File: config.mk
export PLATFORM = sky130hd
export DESIGN_NAME = issue_sched_flat
export DESIGN_NICKNAME = d
export VERILOG_FILES = /design/src/rtl/issue_pkg.sv /design/src/rtl/issue_sched_if.sv /design/src/rtl/wb_rr_arb.sv /design/src/rtl/issue_sched.sv /design/src/flat_wrapper.sv
export SDC_FILE = /design/constraint.sdc
export NUM_CORES = 1
export LEC_CHECK = 0
export CAP_MARGIN = 20
export CORE_MARGIN = 2
export CORE_UTILIZATION = 30
export CTS_CLUSTER_SIZE = 24
export DETAILED_ROUTE_END_ITERATION = 8
export GPL_TIMING_DRIVEN = 1
export RECOVER_POWER = 100
export SLEW_MARGIN = 20
export SYNTH_ARGS = -nofsm -noshare
export SYNTH_HDL_FRONTEND = slang
export SYNTH_SLANG_ARGS = --single-unit
File: constraint.sdc
create_clock -name clk -period 6.9 [get_ports clk]
set_input_delay 0.69 -clock clk [delete_from_list [all_inputs] [get_ports clk]]
set_output_delay 0.69 -clock clk [all_outputs]
set_load 0.005 [all_outputs]
File: src/rtl/issue_pkg.sv
// Shared types and default sizes for the issue scheduler and its lock-file interface.
package issue_pkg;

    typedef enum logic [0:0] {
        SWEEP,
        RUN
    } sched_state_t;

    localparam int unsigned XWDT_DEF = 6;
    localparam int unsigned XN_DEF   = 1 << XWDT_DEF;

endpackage

File: src/rtl/issue_sched_if.sv
// Decode/execute handshake, lock-file and writeback signals bundled for the issue scheduler.
interface issue_sched_if import issue_pkg::*; #(
    parameter int unsigned XWDT = XWDT_DEF,
    parameter int unsigned XN   = XN_DEF,
    parameter int unsigned NFU  = 2
);
    logic                  id_valid;
    logic                  id_ready;
    logic [XWDT-1:0]       id_rs1;
    logic [XWDT-1:0]       id_rs2;
    logic [XWDT-1:0]       id_rd;
    logic                  id_use_rs1;
    logic                  id_use_rs2;
    logic                  iss_valid;
    logic                  iss_ready;
    logic [XN-1:0]         rlocks;
    logic [XWDT-1:0]       rset;
    logic [XWDT-1:0]       rclear;
    logic [NFU-1:0]        wb_req;
    logic [NFU*XWDT-1:0]   wb_rd;
    logic [NFU-1:0]        wb_gnt;
    logic [31:0]           stall_cnt;

    modport master (
        output id_valid, id_rs1, id_rs2, id_rd, id_use_rs1, id_use_rs2,
        output iss_ready, rlocks, wb_req, wb_rd,
        input  id_ready, iss_valid, rset, rclear, wb_gnt, stall_cnt
    );

    modport slave (
        input  id_valid, id_rs1, id_rs2, id_rd, id_use_rs1, id_use_rs2,
        input  iss_ready, rlocks, wb_req, wb_rd,
        output id_ready, iss_valid, rset, rclear, wb_gnt, stall_cnt
    );

endinterface

File: src/rtl/wb_rr_arb.sv
// Round-robin arbiter for functional-unit writebacks; grants the first requester at or
// after the pointer and advances the pointer past the winner.
module wb_rr_arb #(
    parameter int unsigned NFU = 2,
    parameter int unsigned GW  = (NFU > 1) ? $clog2(NFU) : 1
) (
    input  logic           clk,
    input  logic           rst_n,
    input  logic           i_en,
    input  logic [NFU-1:0] i_req,
    output logic [NFU-1:0] o_gnt,
    output logic [GW-1:0]  o_gnt_idx
);

    logic [GW-1:0] r_ptr;
    logic [GW-1:0] w_ptr_d;
    logic [GW-1:0] w_idx;
    logic          w_found;
    int unsigned   w_cand;

    always_comb begin
        o_gnt   = '0;
        w_idx   = '0;
        w_found = 1'b0;
        w_cand  = 0;
        for (int k = 0; k < NFU; k++) begin
            w_cand = (32'(r_ptr) + 32'(k)) % NFU;
            if (i_en && !w_found && i_req[w_cand[GW-1:0]]) begin
                w_found                = 1'b1;
                w_idx                  = w_cand[GW-1:0];
                o_gnt[w_cand[GW-1:0]]  = 1'b1;
            end
        end
        w_ptr_d = r_ptr;
        if (w_found) begin
            w_ptr_d = (w_idx == GW'(NFU - 1)) ? '0 : w_idx + GW'(1);
        end
    end

    assign o_gnt_idx = w_idx;

    always_ff @(posedge clk or negedge rst_n) begin
        if (!rst_n) begin
            r_ptr <= '0;
        end else begin
            r_ptr <= w_ptr_d;
        end
    end

endmodule

File: src/rtl/issue_sched.sv
// Issue scheduler: stalls on locked source/destination registers, sets locks on issue,
// arbitrates writeback clears, and sweeps the (reset-less) lock file clear after reset.
module issue_sched import issue_pkg::*; #(
    parameter int unsigned XWDT = XWDT_DEF,
    parameter int unsigned XN   = XN_DEF,
    parameter int unsigned NFU  = 2
) (
    input  logic          clk,
    input  logic          rst_n,
    issue_sched_if.slave  bus
);

    localparam int unsigned GW = (NFU > 1) ? $clog2(NFU) : 1;

    sched_state_t    r_state, w_state_d;
    logic [XWDT-1:0] r_sweep_idx, w_sweep_idx_d;
    logic [31:0]     r_stall_cnt;
    logic            w_run, w_src_haz, w_waw_haz, w_hazard, w_fire;
    logic [NFU-1:0]  w_gnt;
    logic [GW-1:0]   w_gnt_idx;

    assign w_run     = (r_state == RUN);
    assign w_src_haz = (bus.id_use_rs1 && (bus.id_rs1 != '0) && bus.rlocks[bus.id_rs1]) ||
                       (bus.id_use_rs2 && (bus.id_rs2 != '0) && bus.rlocks[bus.id_rs2]);
    assign w_waw_haz = (bus.id_rd != '0) && bus.rlocks[bus.id_rd];
    assign w_hazard  = w_src_haz || w_waw_haz;
    assign w_fire    = w_run && bus.id_valid && bus.iss_ready && !w_hazard;

    wb_rr_arb #(
        .NFU (NFU),
        .GW  (GW)
    ) u_wb_rr_arb (
        .clk       (clk),
        .rst_n     (rst_n),
        .i_en      (w_run),
        .i_req     (bus.wb_req),
        .o_gnt     (w_gnt),
        .o_gnt_idx (w_gnt_idx)
    );

    always_comb begin
        w_state_d     = r_state;
        w_sweep_idx_d = r_sweep_idx;
        bus.id_ready  = 1'b0;
        bus.iss_valid = 1'b0;
        bus.rset      = '0;
        bus.rclear    = '0;
        bus.wb_gnt    = '0;
        unique case (r_state)
            SWEEP: begin
                bus.rclear    = r_sweep_idx;
                w_sweep_idx_d = r_sweep_idx + XWDT'(1);
                if (r_sweep_idx == XWDT'(XN - 1)) begin
                    w_state_d = RUN;
                end
            end
            RUN: begin
                bus.iss_valid = bus.id_valid && !w_hazard;
                bus.id_ready  = bus.iss_ready && !w_hazard;
                bus.rset      = w_fire ? bus.id_rd : '0;
                bus.wb_gnt    = w_gnt;
                if (|w_gnt) begin
                    bus.rclear = bus.wb_rd[w_gnt_idx*XWDT +: XWDT];
                end
            end
            default: begin
                w_state_d = SWEEP;
            end
        endcase
    end

    always_ff @(posedge clk or negedge rst_n) begin
        if (!rst_n) begin
            r_state     <= SWEEP;
            r_sweep_idx <= XWDT'(1);
            r_stall_cnt <= '0;
        end else begin
            r_state     <= w_state_d;
            r_sweep_idx <= w_sweep_idx_d;
            if (w_run && bus.id_valid && w_hazard) begin
                r_stall_cnt <= r_stall_cnt + 32'd1;
            end
        end
    end

    assign bus.stall_cnt = r_stall_cnt;

endmodule

File: src/flat_wrapper.sv
// flat-port wrapper written by rule: the top's interface ports become plain ports
module issue_sched_flat import issue_pkg::*;
#(
    parameter int unsigned XWDT = XWDT_DEF,
    parameter int unsigned XN   = XN_DEF,
    parameter int unsigned NFU  = 2
)
  (clk, rst_n, bus_id_valid, bus_id_rs1, bus_id_rs2, bus_id_rd, bus_id_use_rs1, bus_id_use_rs2, bus_iss_ready, bus_rlocks, bus_wb_req, bus_wb_rd, bus_id_ready, bus_iss_valid, bus_rset, bus_rclear, bus_wb_gnt, bus_stall_cnt);
  issue_sched_if #(.XWDT(XWDT), .XN(XN), .NFU(NFU)) bus_i ();
  input  logic clk;
  input  logic rst_n;
  input wire logic [$bits(bus_i.id_valid)-1:0] bus_id_valid;
  input wire logic [$bits(bus_i.id_rs1)-1:0] bus_id_rs1;
  input wire logic [$bits(bus_i.id_rs2)-1:0] bus_id_rs2;
  input wire logic [$bits(bus_i.id_rd)-1:0] bus_id_rd;
  input wire logic [$bits(bus_i.id_use_rs1)-1:0] bus_id_use_rs1;
  input wire logic [$bits(bus_i.id_use_rs2)-1:0] bus_id_use_rs2;
  input wire logic [$bits(bus_i.iss_ready)-1:0] bus_iss_ready;
  input wire logic [$bits(bus_i.rlocks)-1:0] bus_rlocks;
  input wire logic [$bits(bus_i.wb_req)-1:0] bus_wb_req;
  input wire logic [$bits(bus_i.wb_rd)-1:0] bus_wb_rd;
  output wire logic [$bits(bus_i.id_ready)-1:0] bus_id_ready;
  output wire logic [$bits(bus_i.iss_valid)-1:0] bus_iss_valid;
  output wire logic [$bits(bus_i.rset)-1:0] bus_rset;
  output wire logic [$bits(bus_i.rclear)-1:0] bus_rclear;
  output wire logic [$bits(bus_i.wb_gnt)-1:0] bus_wb_gnt;
  output wire logic [$bits(bus_i.stall_cnt)-1:0] bus_stall_cnt;
  assign bus_i.id_valid = bus_id_valid;
  assign bus_i.id_rs1 = bus_id_rs1;
  assign bus_i.id_rs2 = bus_id_rs2;
  assign bus_i.id_rd = bus_id_rd;
  assign bus_i.id_use_rs1 = bus_id_use_rs1;
  assign bus_i.id_use_rs2 = bus_id_use_rs2;
  assign bus_i.iss_ready = bus_iss_ready;
  assign bus_i.rlocks = bus_rlocks;
  assign bus_i.wb_req = bus_wb_req;
  assign bus_i.wb_rd = bus_wb_rd;
  assign bus_id_ready = bus_i.id_ready;
  assign bus_iss_valid = bus_i.iss_valid;
  assign bus_rset = bus_i.rset;
  assign bus_rclear = bus_i.rclear;
  assign bus_wb_gnt = bus_i.wb_gnt;
  assign bus_stall_cnt = bus_i.stall_cnt;
  issue_sched #(.XWDT(XWDT), .XN(XN), .NFU(NFU)) u_core (.clk(clk), .rst_n(rst_n), .bus(bus_i));
endmodule
**Word level (Yosys, flattened, before mapping)**

Index checks and enable logic that the tools add are counted.
W data, S select, Z words.

- Input bits: 102
- Output and inout port bits: 48
- Flip-flop bits (word level): 40

- Equal/unequal tests: 1
- Multiplexer cells: 30
- $mul: 1
- Reductions and logical operators: 24
- Shifts and indexed selects: 1
- $lt $le $gt $ge: 7
- Bitwise gates (word level): 2
- Add/subtract/negate cells: 4

Operators with widths:

| kind | count |
|---|---|
| $add A32 B1 Y32 const B | 1 |
| $lt A6 B7 Y1 const B | 3 |
| $bmux W1 S6 | 3 |
| $mux W1 | 18 |
| $mux W6 | 3 |
| $reduce_bool A6 Y1 | 3 |
| $logic_and A1 B1 Y1 | 16 |
| $pmux W6 S2 | 1 |
| $shiftx A12 B5 Y6 | 1 |
| $add A6 B1 Y6 const B | 1 |
| $eq A6 B6 Y1 const B | 1 |
| $mux W2 | 3 |
| $lt A1 B2 Y1 const B | 2 |
| $mul A1 B2 Y3 const B | 1 |
| $add A1 B1 Y1 const B | 2 |
| $demux W1 S1 | 2 |
| $ge A1 B1 Y1 const B | 2 |
| $logic_not A1 Y1 | 2 |
| $logic_or A1 B1 Y1 | 2 |
| $or A2 B2 Y2 | 1 |
| $reduce_or A2 Y1 | 1 |
| $not A1 Y1 | 1 |

**Longest topological paths before layout**

- Word-level depth: 12
- Depth in mapped cells: 12

**Modules after synthesis**

A second synthesis with hierarchy kept.

- Cells, all modules: 397
- Area total of the unflattened synthesis: 4,085.2 um^2

Modules (own cells, without submodules):

| module | cells each | area an instance (um^2) | times used |
|---|---|---|---|
| issue_sched | 388 | 4,018.9 | 1 |
| wb_rr_arb | 9 | 66.3 | 1 |

**Worst setup path before layout**

Ideal clock, no wire load.

- Path type: input port to output port
- From: input port bus_id_rs2[2]
- To: output port bus_rset[0]
- Data arrival time: 2.798 ns
- Slack: 3.412 ns
- Stages: 11
- Cells stage by stage: buf_2 -> buf_2 -> mux4_2 -> mux4_2 -> mux2i_1 -> nand2_1 -> nand4_1 -> and4_1 -> buf_6 -> and4_1 -> and2_1

- Word-level cells in the longest chain between the ends: 9
- Elaborated cells between the ends (all ways): 11
- Those cells by class: 4 x mux; 7 x reduce/logical

RTL lines:

| what | line | RTL |
|---|---|---|
| start: declaration | flat_wrapper.sv:14 | `input wire logic [$bits(bus_i.id_rs2)-1:0] bus_id_rs2;` |
| $bmux W1 S6 or $reduce_bool A6 Y1 (tied branches) | issue_sched.sv:24 | `(bus.id_use_rs2 && (bus.id_rs2 != '0) && bus.rlocks[bus.id_rs2]);` |
| $mux W1 (implied by the code) or $logic_and A1 B1 Y1 (tied branches) | issue_sched.sv:24 |  |
| $logic_and A1 B1 Y1 * | issue_sched.sv:24 |  |
| $logic_or A1 B1 Y1 * | issue_sched.sv:23 | `assign w_src_haz = (bus.id_use_rs1 && (bus.id_rs1 != '0) && bus.rlocks[bus.id_rs1]) \|\|` |
| $logic_or A1 B1 Y1 * | issue_sched.sv:26 | `assign w_hazard = w_src_haz \|\| w_waw_haz;` |
| $logic_not A1 Y1 * | issue_sched.sv:27 | `assign w_fire = w_run && bus.id_valid && bus.iss_ready && !w_hazard;` |
| $logic_and A1 B1 Y1 * | issue_sched.sv:27 |  |
| $mux W6 * | issue_sched.sv:60 | `bus.rset = w_fire ? bus.id_rd : '0;` |
| $mux W6 * | issue_sched.sv:49 | `unique case (r_state)` |
| end: declaration | flat_wrapper.sv:24 | `output wire logic [$bits(bus_i.rset)-1:0] bus_rset;` |

Mark *: on every way between the ends. The rest lies on a longest branch, timed or not. The select of a mux whose other input is x is not followed.

**Worst setup path in the final report**

- From: input port bus_id_rs2[1]
- To: output port bus_id_ready

- Word-level cells in the longest chain between the ends: 8
- Elaborated cells between the ends (all ways): 10
- Those cells by class: 3 x mux; 7 x reduce/logical

RTL lines:

| what | line | RTL |
|---|---|---|
| $bmux W1 S6 or $reduce_bool A6 Y1 (tied branches) | issue_sched.sv:24 |  |
| $mux W1 (implied by the code) or $logic_and A1 B1 Y1 (tied branches) | issue_sched.sv:24 |  |
| $logic_and A1 B1 Y1 * | issue_sched.sv:24 |  |
| $logic_or A1 B1 Y1 * | issue_sched.sv:23 |  |
| $logic_or A1 B1 Y1 * | issue_sched.sv:26 |  |
| $logic_not A1 Y1 * | issue_sched.sv:59 | `bus.id_ready = bus.iss_ready && !w_hazard;` |
| $logic_and A1 B1 Y1 * | issue_sched.sv:59 |  |
| $mux W1 * | issue_sched.sv:49 |  |
| end: declaration | flat_wrapper.sv:22 | `output wire logic [$bits(bus_i.id_ready)-1:0] bus_id_ready;` |

Marks and branches as above.

==> flow_metrics.py <==
metrics = {
    "run_status": {
        "outcome": "finished, violations left",
        "violations": "capacitance limit, slew limit",
    },
    "global_route": {
        "grtUsageTotal": 0.167,
        "antenna_found_initial": 0,
        "grt_pass1_wl_mm": 19.0,
        "gr-total-overflow": 0,
        "grt_pass1_vias": 3622,
        "grt_max_degree": 41,
    },
    "route": {
        "met1_length_mm": 5.13,
        "wl_met2_mm": 5.61,
        "drcViolationCount": 0,
        "wl_mm": 11.8,
        "wl_met3_um": 845,
        "drtAntennaViolNets": 0,
        "routedWlPerCell_um": 18.4,
        "viasPerCell": 5.49,
        "drt_iter0_drc": 245,
        "dr.max_layer_used": "met4",
        "drt_pre_antenna_iters": 4,
        "vias": 3520,
    },
    "clock_network": {
        "root_buffer": "clkbuf_16",
        "hold_buffers": 0,
        "clkLatencyLatePin_ns": 0.29,
        "clk_pin_slew_ns": 0.06,
        "post-cts-setup-buffer-count": 0,
        "clockBufferDepth": 2,
        "numCtsBuffers": 5,
        "htree_levels": 2,
        "cts_num_sinks": 40,
        "post_cts_resized": 0,
        "cts_tree": "yes",
    },
    "sta": {
        "skew_ns": 0.00481,
        "finalCritPeriodShare": 0.765,
        "slew_viol_final": 41,
        "max_freq_mhz": 189,
        "tns_ns": 0,
        "hold_slack_ns": 0.460,
        "finalWorstPathRequiredPeriod_ns": 5.28,
        "layout_setup_ws_ns": 1.62,
        "worst_pin_slew_ns": 2.11,
        "rsz0062_at_grt": "false",
        "finalSetupViolations": 0,
        "slew_headroom": -0.409,
        "finalHoldViolCount": 0,
    },
    "cells_and_area": {
        "layout_commonest_cell": "clkdlybuf4s50_1",
        "finish.instance_area_um2": 5510,
        "final-instance-count-excl-fill": 641,
        "syn2layout_area_growth_pct": 40.9,
        "final_nets": 572,
        "diodes": 0,
        "final_util": 0.435,
        "final-seq-area_um2": 1000,
        "drive_gt1_frac": 0.130,
        "multi_input_area_um2": 2600,
        "fill_cells": 1216,
        "layout_common_cells": "102 x clkdlybuf4s50_1, 44 x dlygate4sd3_1, 41 x mux4_2",
    },
    "floorplan": {
        "die_y_um": 118,
        "rows": 41,
        "die-area_um2": 14000,
        "dieWidth_um": 118,
        "num_io_pins": 150,
        "start_util": 0.309,
        "coreArea_um2": 12700,
    },
    "synth": {
        "synth_cells": 335,
        "synth_fp_nets": 439,
        "synth_edf_count": 0,
        "ys_seq_area_frac": 0.256,
        "async_flop_share": 1.00,
        "ys_ff_latch": 40,
        "synth.avg_cell_area_um2": 11.7,
        "yosysUniqueCellTypes": 52,
        "yosysWarnings": 0,
        "syn_area_um2": 3910,
        "synth_flop_cell": "dfrtp_1",
    },
    "placed_design": {
        "dp.cells": 633,
        "placed_cell_area_um2": 5470,
        "post-dp-hpwl_mm": 9.21,
        "gp_congestion": 0.864,
        "place_ws_ns": 1.60,
        "port_buffers": 149,
    },
    "critical_path": {
        "critPathRequiredTime_ns": 6.21,
        "crit_type": "input port to primary output",
        "r2r_end": "u_core.bus.stall_cnt[28]",
        "end_kind": "primary output",
        "endpoint": "bus_id_ready",
        "path_max_fanout": 33,
        "r2r_slack_ns": 4.18,
        "crit_arrival_ns": 4.59,
        "cp-start-kind": "input port",
        "ff2ff_path_depth": 8,
        "regToRegStartpoint": "u_core.bus.stall_cnt[5]",
        "critPathLaunch": "bus_id_rs2[1]",
    },
    "pwr": {
        "p_per_area_nw_per_um2": 126,
        "power_leakage_nw": 2.38,
        "total_power_uw": 694,
        "ir_drop_uv": 76.7,
    },
    "flow_run": {
        "cap_violations": 1,
    },
    "hold_path": {
        "hold_path_class": "flip-flop to flip-flop",
        "hp-start": "u_core.bus.stall_cnt[31]",
    },
}
-- layer usage --
layer	vias up	GRT usage
li1	1581	-
met1	1741	0.218
met2	174	0.277
met3	24	0.0343
met4	0	0.0542
met5	-	0
-- where the power goes --
| group | switching, mW | leakage (nW) | total, mW | internal (mW) |
|---|---|---|---|---|
| Combinational | 0.0805 | 1.78 | 0.193 | 0.113 |
| Sequential | 0 | 0.523 | 0.235 | 0.235 |
| Clock | 0.0966 | 0.0798 | 0.266 | 0.170 |
| Total | 0.177 | 2.38 | 0.694 | 0.517 |
-- synthesized netlist by cell type (2+ instances only) --
master / n / area, um^2
nor4b_4: 4 / 95.1
inv_1: 12 / 45.0
o22ai_1: 5 / 31.3
buf_4: 4 / 30.0
nand3b_1: 2 / 15.0
nand2_1: 16 / 60.1
nand2b_1: 2 / 12.5
mux4_2: 41 / 923
buf_6: 3 / 33.8
xor2_1: 27 / 236
buf_2: 10 / 50.1
and4_1: 5 / 43.8
mux4_1: 2 / 52.6
nor3b_1: 6 / 45.0
nor4_1: 4 / 25.0
nor2b_1: 7 / 43.8
and2_1: 6 / 37.5
dfrtp_1: 39 / 976
clkbuf_1: 4 / 15.0
ha_1: 2 / 25.0
nor3_1: 14 / 70.1
nor4b_1: 2 / 17.5
o21bai_1: 2 / 15.0
xnor2_1: 9 / 78.8
nand4_1: 9 / 56.3
a32oi_1: 2 / 17.5
and3_1: 3 / 18.8
a22oi_1: 2 / 15.0
or3_1: 2 / 12.5
mux2i_1: 33 / 330
o211ai_1: 3 / 22.5
a21oi_1: 4 / 20.0
nor4_4: 5 / 106
mux2_2: 5 / 56.3
nand3_1: 16 / 80.1
buf_1: 2 / 7.51
nor2_1: 6 / 22.5
-- final cells by class --
| cell class | count | area share |
|---|---|---|
| repair buffers | 150 | 0.269 |
| clock buffers | 5 | 0.0227 |
| clock inverters | 3 | 0.00772 |
| well taps | 172 | 0.0391 |
| flip-flops and latches | 40 | 0.182 |
| multi-input cells | 259 | 0.471 |
| inverters | 12 | 0.00817 |
-- registers in the layout, summed over array words and instances (netlist names) --
name / flops
u_core.r_sweep_idx: 6
u_core.r_state: 1
u_core.u_wb_rr_arb.r_ptr: 1
u_core.bus.stall_cnt: 32
-- logic make-up (layout without fill, tap and decap cells) --
kind of cell,count (synthesis),after routing,synth area share
AO/OA/AOI/OAI,26,26,0.0483
XOR/XNOR,36,36,0.0806
adder cells (fa/ha/maj),2,2,0.00640
buffers and inverters,36,170,0.0515
flip-flops,40,40,0.256
multiplexers,82,82,0.351
AND/OR/NAND/NOR,113,113,0.206
-- critical path, stage by stage --
cell and delay [ns]:
dlygate4sd3_1 1.09, mux4_2 0.60, mux4_2 0.49, mux2i_1 0.15, nand2_1 0.07, nand4_1 0.08, and4_2 0.26, buf_4 0.35
and3_1 0.21, dlygate4sd3_1 0.57
-- worst min path at each step --
stage / end / slack, ns / cells past startpoint
3_5_place_dp: u_core.bus.stall_cnt[31] / 0.46 / 1
2_1_floorplan: u_core.bus.stall_cnt[0] / 0.39 / 0
5_1_grt: u_core.r_sweep_idx[5] / 0.48 / 1
6_report: u_core.bus.stall_cnt[31] / 0.46 / 1
4_1_cts: u_core.bus.stall_cnt[31] / 0.47 / 1
3_3_place_gp: u_core.bus.stall_cnt[31] / 0.46 / 1
Power figures use the tool's default switching activity.
